--- src/rtl/ctr_pkg.sv ---
// Shared types and helpers for the ctr_bank counter slice.
package ctr_pkg;

    localparam int CTR_SATURATE = 0;
    localparam int CTR_WRAP     = 1;

    typedef struct packed {
        logic en;
        logic up_dn;
        logic load;
    } ctr_ctrl_t;

    function automatic int unsigned ch_lsb(input int unsigned ch,
                                           input int unsigned width);
        return ch * width;
    endfunction

endpackage

--- src/rtl/ctr_channel.sv ---
// One up/down counter with programmable limit and terminal-count pulse.
module ctr_channel
    import ctr_pkg::*;
#(
    parameter int WIDTH     = 8,
    parameter int WRAP_MODE = CTR_SATURATE
) (
    input  logic             clk,
    input  logic             areset,
    input  logic             i_user_reset,
    input  ctr_ctrl_t        i_ctrl,
    input  logic [WIDTH-1:0] i_load_val,
    input  logic [WIDTH-1:0] i_limit,
`ifdef CTR_SNAPSHOT_EN
    output logic [WIDTH-1:0] o_nxt,
`endif
    output logic [WIDTH-1:0] o_count,
    output logic             o_at_bound,
    output logic             o_tc
);

    localparam bit LP_WRAP = (WRAP_MODE == CTR_WRAP);

    logic [WIDTH-1:0] r_count;
    logic             r_tc;
    logic [WIDTH-1:0] w_nxt;
    logic             w_tc;
    logic [WIDTH-1:0] w_inc;
    logic [WIDTH-1:0] w_dec;
    logic             w_at_max;
    logic             w_at_zero;

    assign w_inc     = r_count + WIDTH'(1);
    assign w_dec     = r_count - WIDTH'(1);
    assign w_at_max  = (r_count >= i_limit);
    assign w_at_zero = (r_count == '0);

    always_comb begin
        w_nxt = r_count;
        w_tc  = 1'b0;
        if (i_user_reset) begin
            w_nxt = '0;
        end else if (i_ctrl.load) begin
            w_nxt = (i_load_val > i_limit) ? i_limit : i_load_val;
        end else if (i_ctrl.en && i_ctrl.up_dn) begin
            if (!w_at_max) begin
                w_nxt = w_inc;
                w_tc  = !LP_WRAP && (w_inc == i_limit);
            end else if (LP_WRAP) begin
                w_nxt = '0;
                w_tc  = 1'b1;
            end else begin
                // limit may have dropped below the count
                w_nxt = i_limit;
            end
        end else if (i_ctrl.en) begin
            if (!w_at_zero) begin
                w_nxt = w_dec;
                w_tc  = !LP_WRAP && (w_dec == '0);
            end else if (LP_WRAP) begin
                w_nxt = i_limit;
                w_tc  = 1'b1;
            end
        end
    end

    always_ff @(posedge clk or negedge areset) begin
        if (!areset) begin
            r_count <= '0;
            r_tc    <= 1'b0;
        end else begin
            r_count <= w_nxt;
            r_tc    <= w_tc;
        end
    end

    assign o_count    = r_count;
    assign o_tc       = r_tc;
    assign o_at_bound = i_ctrl.up_dn ? (r_count == i_limit) : w_at_zero;
`ifdef CTR_SNAPSHOT_EN
    assign o_nxt      = w_nxt;
`endif

endmodule

--- src/rtl/ctr_bank.sv ---
// Bank of independent up/down counters; CTR_SNAPSHOT_EN adds an
// atomic snapshot register over all channels.
module ctr_bank
    import ctr_pkg::*;
#(
    parameter int WIDTH     = 8,
    parameter int NUM_CH    = 4,
    parameter int WRAP_MODE = CTR_SATURATE
) (
`ifdef CTR_SNAPSHOT_EN
    input  logic                    snap,
    output logic [NUM_CH*WIDTH-1:0] snap_data,
`endif
    input  logic                    clk,
    input  logic                    areset,
    input  logic                    user_reset,
    input  logic [NUM_CH-1:0]       en,
    input  logic [NUM_CH-1:0]       up_dn,
    input  logic [NUM_CH-1:0]       load,
    input  logic [NUM_CH*WIDTH-1:0] load_val,
    input  logic [NUM_CH*WIDTH-1:0] limit,
    output logic [NUM_CH*WIDTH-1:0] dataout,
    output logic [NUM_CH-1:0]       at_bound,
    output logic [NUM_CH-1:0]       tc
);

`ifdef CTR_SNAPSHOT_EN
    logic [NUM_CH*WIDTH-1:0] w_nxt;
    logic [NUM_CH*WIDTH-1:0] r_snap;
`endif

    for (genvar gi = 0; gi < NUM_CH; gi++) begin : g_ch
        localparam int unsigned LSB = ch_lsb(gi, WIDTH);
        ctr_ctrl_t w_ctrl;

        assign w_ctrl = '{en: en[gi], up_dn: up_dn[gi], load: load[gi]};

        ctr_channel #(
            .WIDTH     (WIDTH),
            .WRAP_MODE (WRAP_MODE)
        ) u_ch (
`ifdef CTR_SNAPSHOT_EN
            .o_nxt        (w_nxt[LSB +: WIDTH]),
`endif
            .clk          (clk),
            .areset       (areset),
            .i_user_reset (user_reset),
            .i_ctrl       (w_ctrl),
            .i_load_val   (load_val[LSB +: WIDTH]),
            .i_limit      (limit[LSB +: WIDTH]),
            .o_count      (dataout[LSB +: WIDTH]),
            .o_at_bound   (at_bound[gi]),
            .o_tc         (tc[gi])
        );
    end

`ifdef CTR_SNAPSHOT_EN
    // captures post-update values; user_reset leaves it alone
    always_ff @(posedge clk or negedge areset) begin
        if (!areset)
            r_snap <= '0;
        else if (snap)
            r_snap <= w_nxt;
    end

    assign snap_data = r_snap;
`endif

endmodule

--- config.mk ---
export PLATFORM = sky130hd
export DESIGN_NAME = ctr_bank
export DESIGN_NICKNAME = d
export VERILOG_FILES = /design/src/rtl/ctr_pkg.sv /design/src/rtl/ctr_channel.sv /design/src/rtl/ctr_bank.sv
export SDC_FILE = /design/constraint.sdc
export NUM_CORES = 1
export LEC_CHECK = 0
export CAP_MARGIN = 20
export CELL_PAD_IN_SITES_DETAIL_PLACEMENT = 1
export CELL_PAD_IN_SITES_GLOBAL_PLACEMENT = 2
export CORE_MARGIN = 5
export CORE_UTILIZATION = 34
export CTS_BUF_LIST = sky130_fd_sc_hd__clkbuf_2 sky130_fd_sc_hd__clkbuf_4 sky130_fd_sc_hd__clkbuf_8
export DETAILED_ROUTE_END_ITERATION = 8
export GPL_ROUTABILITY_DRIVEN = 0
export GPL_TIMING_DRIVEN = 0
export PLACE_DENSITY_LB_ADDON = 0.1
export SYNTH_ARGS = -nofsm -noshare
export SYNTH_HDL_FRONTEND = slang
export SYNTH_SLANG_ARGS = --single-unit
export TNS_END_PERCENT = 5
--- constraint.sdc ---
create_clock -name clk -period 9.5 [get_ports clk]
set_input_delay 0.95 -clock clk [delete_from_list [all_inputs] [get_ports clk]]
set_output_delay 0.95 -clock clk [all_outputs]
set_load 0.05 [all_outputs]
==> impl_metrics.yaml, run 1 <==
status:
  status: "finished clean"
worst_setup_path:
  timing.rr.start: "g_ch[2].u_ch.o_count[0]"
  arrival_ps: 3410
  crit_type: "input pin to output pin"
  path_max_fanout: 4
  crit_start: "limit[7]"
  critPathRequiredTime_ps: 8550
  critPathCaptureType: "output pin"
  start_kind: "input pin"
clocking:
  htreeDepth: 2
  cts.clk_slew.worst_paths_ps: 100
  cts.sinks: 36
  cts-root-buf: "clkbuf_8"
  post_cts_resized: 0
  cts_setup_buffers: 0
  cts_tree: "done"
  clock_latency_ps: 330
  cts_hold_buffers: 0
  cts_buffer_depth: 2
  cts_made_buffers: 5
logic_synthesis:
  ys_seq_area_share_pct: 14.9
  synth_cell_types: 66
  netlist_instances: 775
  yosys-top-cells-area: "ha_1 (17%), dfrtp_1 (15%), xnor2_1 (6.4%), mux2i_1 (6.0%), a21oi_1 (4.1%)"
  synth_edf_count: 0
  synthArstFlopShare_pct: 100
  yosysMostFrequentCell: "ha_1"
  synthTopCellsByCount: "ha_1 (80), inv_1 (52), a21oi_1 (49), nand2_1 (49), nor2_1 (48)"
  syn_area_um2: 6050
  avgSynthCellArea_um2: 7.81
  syn_nets: 934
  synth_ff_type: "dfrtp_1"
  synth_top_area_share_pct: 16.5
  yosys_warnings: 0
  ys_seq_elements: 36
  yosys.area.top_type: "ha_1"
grt:
  grt_first_pass_wirelength_mm: 37.3
  grt.overflow.total: 0
  grt_pass1_vias: 6984
  grt_max_degree: 22
  track_usage_pct: 22.3
  antenna_found_initial: 0
detailed_routing:
  vias: 6605
  drtAntennaViolNets: 0
  finalWirelength_mm: 23.0
  drt_pass1_iterations: 5
  drc: 0
  routedWlPerCell_um: 20.5
  first_iter_violations: 341
  vias_per_cell: 5.88
finish:
  finalInstanceArea_um2: 7590
  area_delta_synth_final_pct: 25.4
  num_antenna_cells: 0
  fillers: 2114
  final_util_pct: 43.7
  nets: 1057
  stdcell_count: 1124
  seq_area_um2: 901
  drive_above_1_share_pct: 3.89
  multi_input_area_um2: 4740
floorplan:
  core_area_um2: 17400
  core.rowCount: 48
  io_pins: 119
  die_area_um2: 20600
  start_util_pct: 34.9
  die_h_um: 143
  die_x_um: 143
sta:
  min_period_ps: 4360
  setup_viol_count_final: 0
  slew_viol_final: 0
  tns_ps: 0
  tightest_slew_ps: 1130
  finalHoldViolations: 0
  relSlewSlack_pct: 24.4
  max_freq_mhz: 229
  layout_setup_ws_ps: 5140
  rsz0062_at_grt: "false"
  clock_skew_ps: 12.8
  finalCritPeriodShare_pct: 45.9
power:
  power_density_nw_per_um2: 118
  irDropWorstVdd_mv: 0.0523
  leakagePower_uw: 0.00319
hold_path:
  hp-class: "input pin to async pin"
placed_design:
  dp.cells: 1116
  io_buffers: 115
  pre_cts_ws_ps: 5110
  dpl_cell_area_um2: 7500
  hpwlAfterDp_mm: 18.6
job:
  maxCapViolations: 0
-- flip-flops by register name, summed over array words and instances, names as in the netlist --
| register | cells |
|---|---|
| g_ch.u_ch.o_count | 32 |
| g_ch.u_ch.o_tc | 4 |
-- path summary, 6_finish.rpt --
kind	end	slack, ps	cells after the start
setup reg to reg	g_ch[2].u_ch.o_count[1]	5870	10
max in group asynchronous	g_ch[0].u_ch.o_count[3]	8400	2
hold / removal	g_ch[1].u_ch.o_count[3]	580	1
min in group clk	g_ch[1].u_ch.o_count[7]	710	2
setup / recovery	at_bound[0]	5140	9
hold reg to reg	g_ch[1].u_ch.o_count[7]	710	2
-- critical path, cell delays in order --
cell and delay (ps):
clkdlybuf4s50_1 570, inv_1 110, ha_1 330, nand4_1 130, nor2_1 210, nand2_1 80, o31ai_1 80, buf_4 150
clkdlybuf4s50_1 790
-- layer usage --
metal / wire (µm) / global-route usage, % / vias to the layer above
li1: - / - / 3132
met1: 10500 / 29.6 / 3287
met2: 11300 / 39.0 / 154
met3: 965 / 2.83 / 32
met4: 291 / 4.21 / 0
met5: 0 / 0 / -
-- stage by stage --
stage / hold WS, ps / power [µW]
after floorplan: 654 / 569
after global placement: 657 / 742
after detailed placement: 700 / 761
after CTS: 584 / 898
after global routing: 592 / 957
final: 583 / 895
-- cells in the final DEF (no fill, tap or decap), types with 13 or more instances in the layout --
master | Yosys | layout
nand4_1 | 18 | 18
ha_1 | 80 | 80
mux2i_1 | 36 | 36
nor2_1 | 48 | 48
and3_1 | 17 | 17
nor3_1 | 21 | 21
a211oi_1 | 16 | 16
clkbuf_1 | 39 | 39
xor2_1 | 25 | 25
xnor2_1 | 44 | 44
inv_1 | 52 | 52
nand3_1 | 31 | 31
dfrtp_1 | 36 | 36
clkdlybuf4s50_1 | 0 | 114
a21oi_1 | 49 | 49
nand2_1 | 49 | 49
nor4_1 | 13 | 13
o21ai_0 | 21 | 21
o211ai_1 | 18 | 18
-- where the power goes --
part / leakage (µW) / internal [µW] / switching (µW)
clock: 0.0000404 / 52.3 / 81.2
combinational: 0.00268 / 225 / 334
sequential: 0.000470 / 169 / 33.5
-- kinds of logic after synthesis --
group	synth area share [%]
flip-flops	14.9
adder cells (fa/ha/maj)	16.5
buffers and inverters	6.76
AND/OR/NAND/NOR	20.7
multiplexers	7.26
AO/OA/AOI/OAI	23.2
XOR/XNOR	10.7
-- final cells by class --
| class | count | share of cell area (%) |
|---|---|---|
| tap | 225 | 3.71 |
| clock buffer | 5 | 0.906 |
| sequential | 36 | 11.9 |
| clock inverter | 3 | 0.313 |
| buffer | 49 | 2.82 |
| inverter | 52 | 2.57 |
| timing repair buffer | 116 | 15.4 |
| multi-input combinational | 638 | 62.5 |
(Power assumes the default switching activity.)
==> run 2, diff against run 1 <==
--- a/config.mk
+++ b/config.mk
@@ -9,7 +9,7 @@
 export CELL_PAD_IN_SITES_DETAIL_PLACEMENT = 1
 export CELL_PAD_IN_SITES_GLOBAL_PLACEMENT = 2
 export CORE_MARGIN = 5
-export CORE_UTILIZATION = 34
+export CORE_UTILIZATION = 28
 export CTS_BUF_LIST = sky130_fd_sc_hd__clkbuf_2 sky130_fd_sc_hd__clkbuf_4 sky130_fd_sc_hd__clkbuf_8
 export DETAILED_ROUTE_END_ITERATION = 8
 export GPL_ROUTABILITY_DRIVEN = 0
==> constraint.sdc (replaced) <==
create_clock -name clk -period 3.9 [get_ports clk]
set_input_delay 0.39 -clock clk [delete_from_list [all_inputs] [get_ports clk]]
set_output_delay 0.39 -clock clk [all_outputs]
set_load 0.05 [all_outputs]
==> run 2 against run 1 <==
Design area rose by 1.0%. Sequential share of layout area fell by 0.12 points. Via count fell by 2.0%. Critical endpoint is now g_ch[1].u_ch.o_tc.
==> impl_metrics.yaml, run 2 (same netlist as run 1, synthesis figures left out) <==
status:
  status: "finished clean"
sta:
  tightest_slew_ps: 939
  timing.hold.ws_ps: 60.7
  clock_skew_ps: 9.25
  finalCritPeriodShare_pct: 92.1
  tns_ps: 0
  max_freq_mhz: 278
  setup_viol_count_final: 0
  relSlewSlack_pct: 37.0
  finalHoldViolations: 0
  slew_viol_final: 0
  layout_setup_ws_ps: 308
  rsz0062_at_grt: "false"
  min_period_ps: 3590
worst_setup_path:
  cp_cell_sequence: "inv_1 > ha_1 > nand2b_1 > a221o_1 > a221o_1 > or4_1 > o41a_1 > a2111oi_2"
  crit_type: "flop to flop"
  slowest_delay_ps: 600
  crit_start: "g_ch[1].u_ch.o_count[0]"
  critPathRequiredTime_ps: 4130
  endpoint: "g_ch[1].u_ch.o_tc"
  reg2reg_slack_ps: 310
  arrival_ps: 3820
  crit_path_frequent_cell: "a221o_1"
  start_kind: "flop"
  crit_family: "compound AO/OA/AOI/OAI gates"
  timing.rr.start: "g_ch[1].u_ch.o_count[0]"
  slowest_stage: "dfrtp_1"
  reg2reg_depth: 8
  cp_num_cells: 8
  critPathBufInv: 1
  critPathCaptureType: "flop"
  path_max_fanout: 9
  worstReg2RegEnd: "g_ch[1].u_ch.o_tc"
floorplan:
  die_x_um: 157
  die_area_um2: 24700
  die_h_um: 157
  start_util_pct: 28.6
  core_area_um2: 21200
  core.rowCount: 53
  io_pins: 119
grt:
  grt.overflow.total: 0
  grt_max_degree: 20
  track_usage_pct: 19.1
  grt_first_pass_wirelength_mm: 37.8
  use_met1_pct: 24.5
  top_usage_layer: "met2"
  met3_usage_pct: 2.50
  antenna_found_initial: 0
  grt_pass1_vias: 7032
  met2_usage_pct: 34.0
hold_path:
  hp-class: "input pin to async pin"
detailed_routing:
  drtAntennaViolNets: 0
  drt_pass1_iterations: 4
  first_iter_violations: 308
  finalWirelength_mm: 23.8
  vias: 6474
  vias_per_cell: 5.51
  routedWlPerCell_um: 20.2
  drc: 0
finish:
  stdcell_count: 1175
  largest_register_ffs: 32
  nets: 1058
  final_common_cell: "clkdlybuf4s50_1"
  area_delta_synth_final_pct: 26.7
  final_util_pct: 36.3
  layout_common_cells: "clkdlybuf4s50_1 (114), ha_1 (80), inv_1 (52)"
  num_antenna_cells: 0
  fillers: 2557
  multi_input_area_um2: 4740
  seq_area_um2: 901
  drive_above_1_share_pct: 4.00
job:
  maxCapViolations: 0
clocking:
  cts_buffer_depth: 2
  cts_hold_buffers: 0
  cts-root-buf: "clkbuf_8"
  cts_tree: "done"
  cts.clk_slew.worst_paths_ps: 100
  cts_made_buffers: 5
  clock_latency_ps: 330
  post_cts_resized: 0
  cts_setup_buffers: 0
  htreeDepth: 2
  cts.sinks: 36
placed_design:
  pre_cts_ws_ps: 35.4
  io_buffers: 115
  dp.cells: 1166
  hpwlAfterDp_mm: 19.2
power:
  power_density_nw_per_um2: 285
  irDropWorstVdd_mv: 0.131
  leakagePower_uw: 0.00320
[run 2: cell types whose count changed in the layout (fill, tap and decap cells not counted)]
cell and change:
buf_12 -1, buf_16 +1, buf_4 +1
[run 2: worst min path at each step]
stage	end	slack, ps	depth (start not counted)
floorplan	g_ch[0].u_ch.o_count[0]	90	0
global placement	g_ch[1].u_ch.o_count[7]	670	2
detailed placement	g_ch[1].u_ch.o_count[4]	430	1
CTS	g_ch[1].u_ch.o_count[4]	50	1
global route	g_ch[1].u_ch.o_count[4]	90	1
finish	g_ch[1].u_ch.o_count[4]	60	1
[run 2: metal layers]
layer	up-vias	part of all wire [%]
met5	-	0
met4	0	1.6
met3	29	3.0
met2	106	50
met1	3200	46
li1	3139	-
[run 2: power by group]
part	switching (µW)	leakage, µW	internal, µW
Combinational	811	0.00269	548
Sequential	84.1	0.000470	412
Clock	203	0.0000404	128
[run 2: metrics by stage]
stage / cell area, µm² / total power, µW
6_report: 7670 / 2190
5_1_grt: 7670 / 2340
4_1_cts: 7660 / 2200
3_5_place_dp: 7570 / 1860
3_3_place_gp: 7550 / 1830
2_1_floorplan: 6050 / 1390
[run 2: cell type report]
type / count / area share (%)
clock buffer: 5 / 0.897
tap: 275 / 4.49
clock inverter: 3 / 0.310
buffer: 49 / 2.79
multi-input combinational: 638 / 61.8
inverter: 52 / 2.54
sequential: 36 / 11.7
timing repair buffer: 117 / 15.4
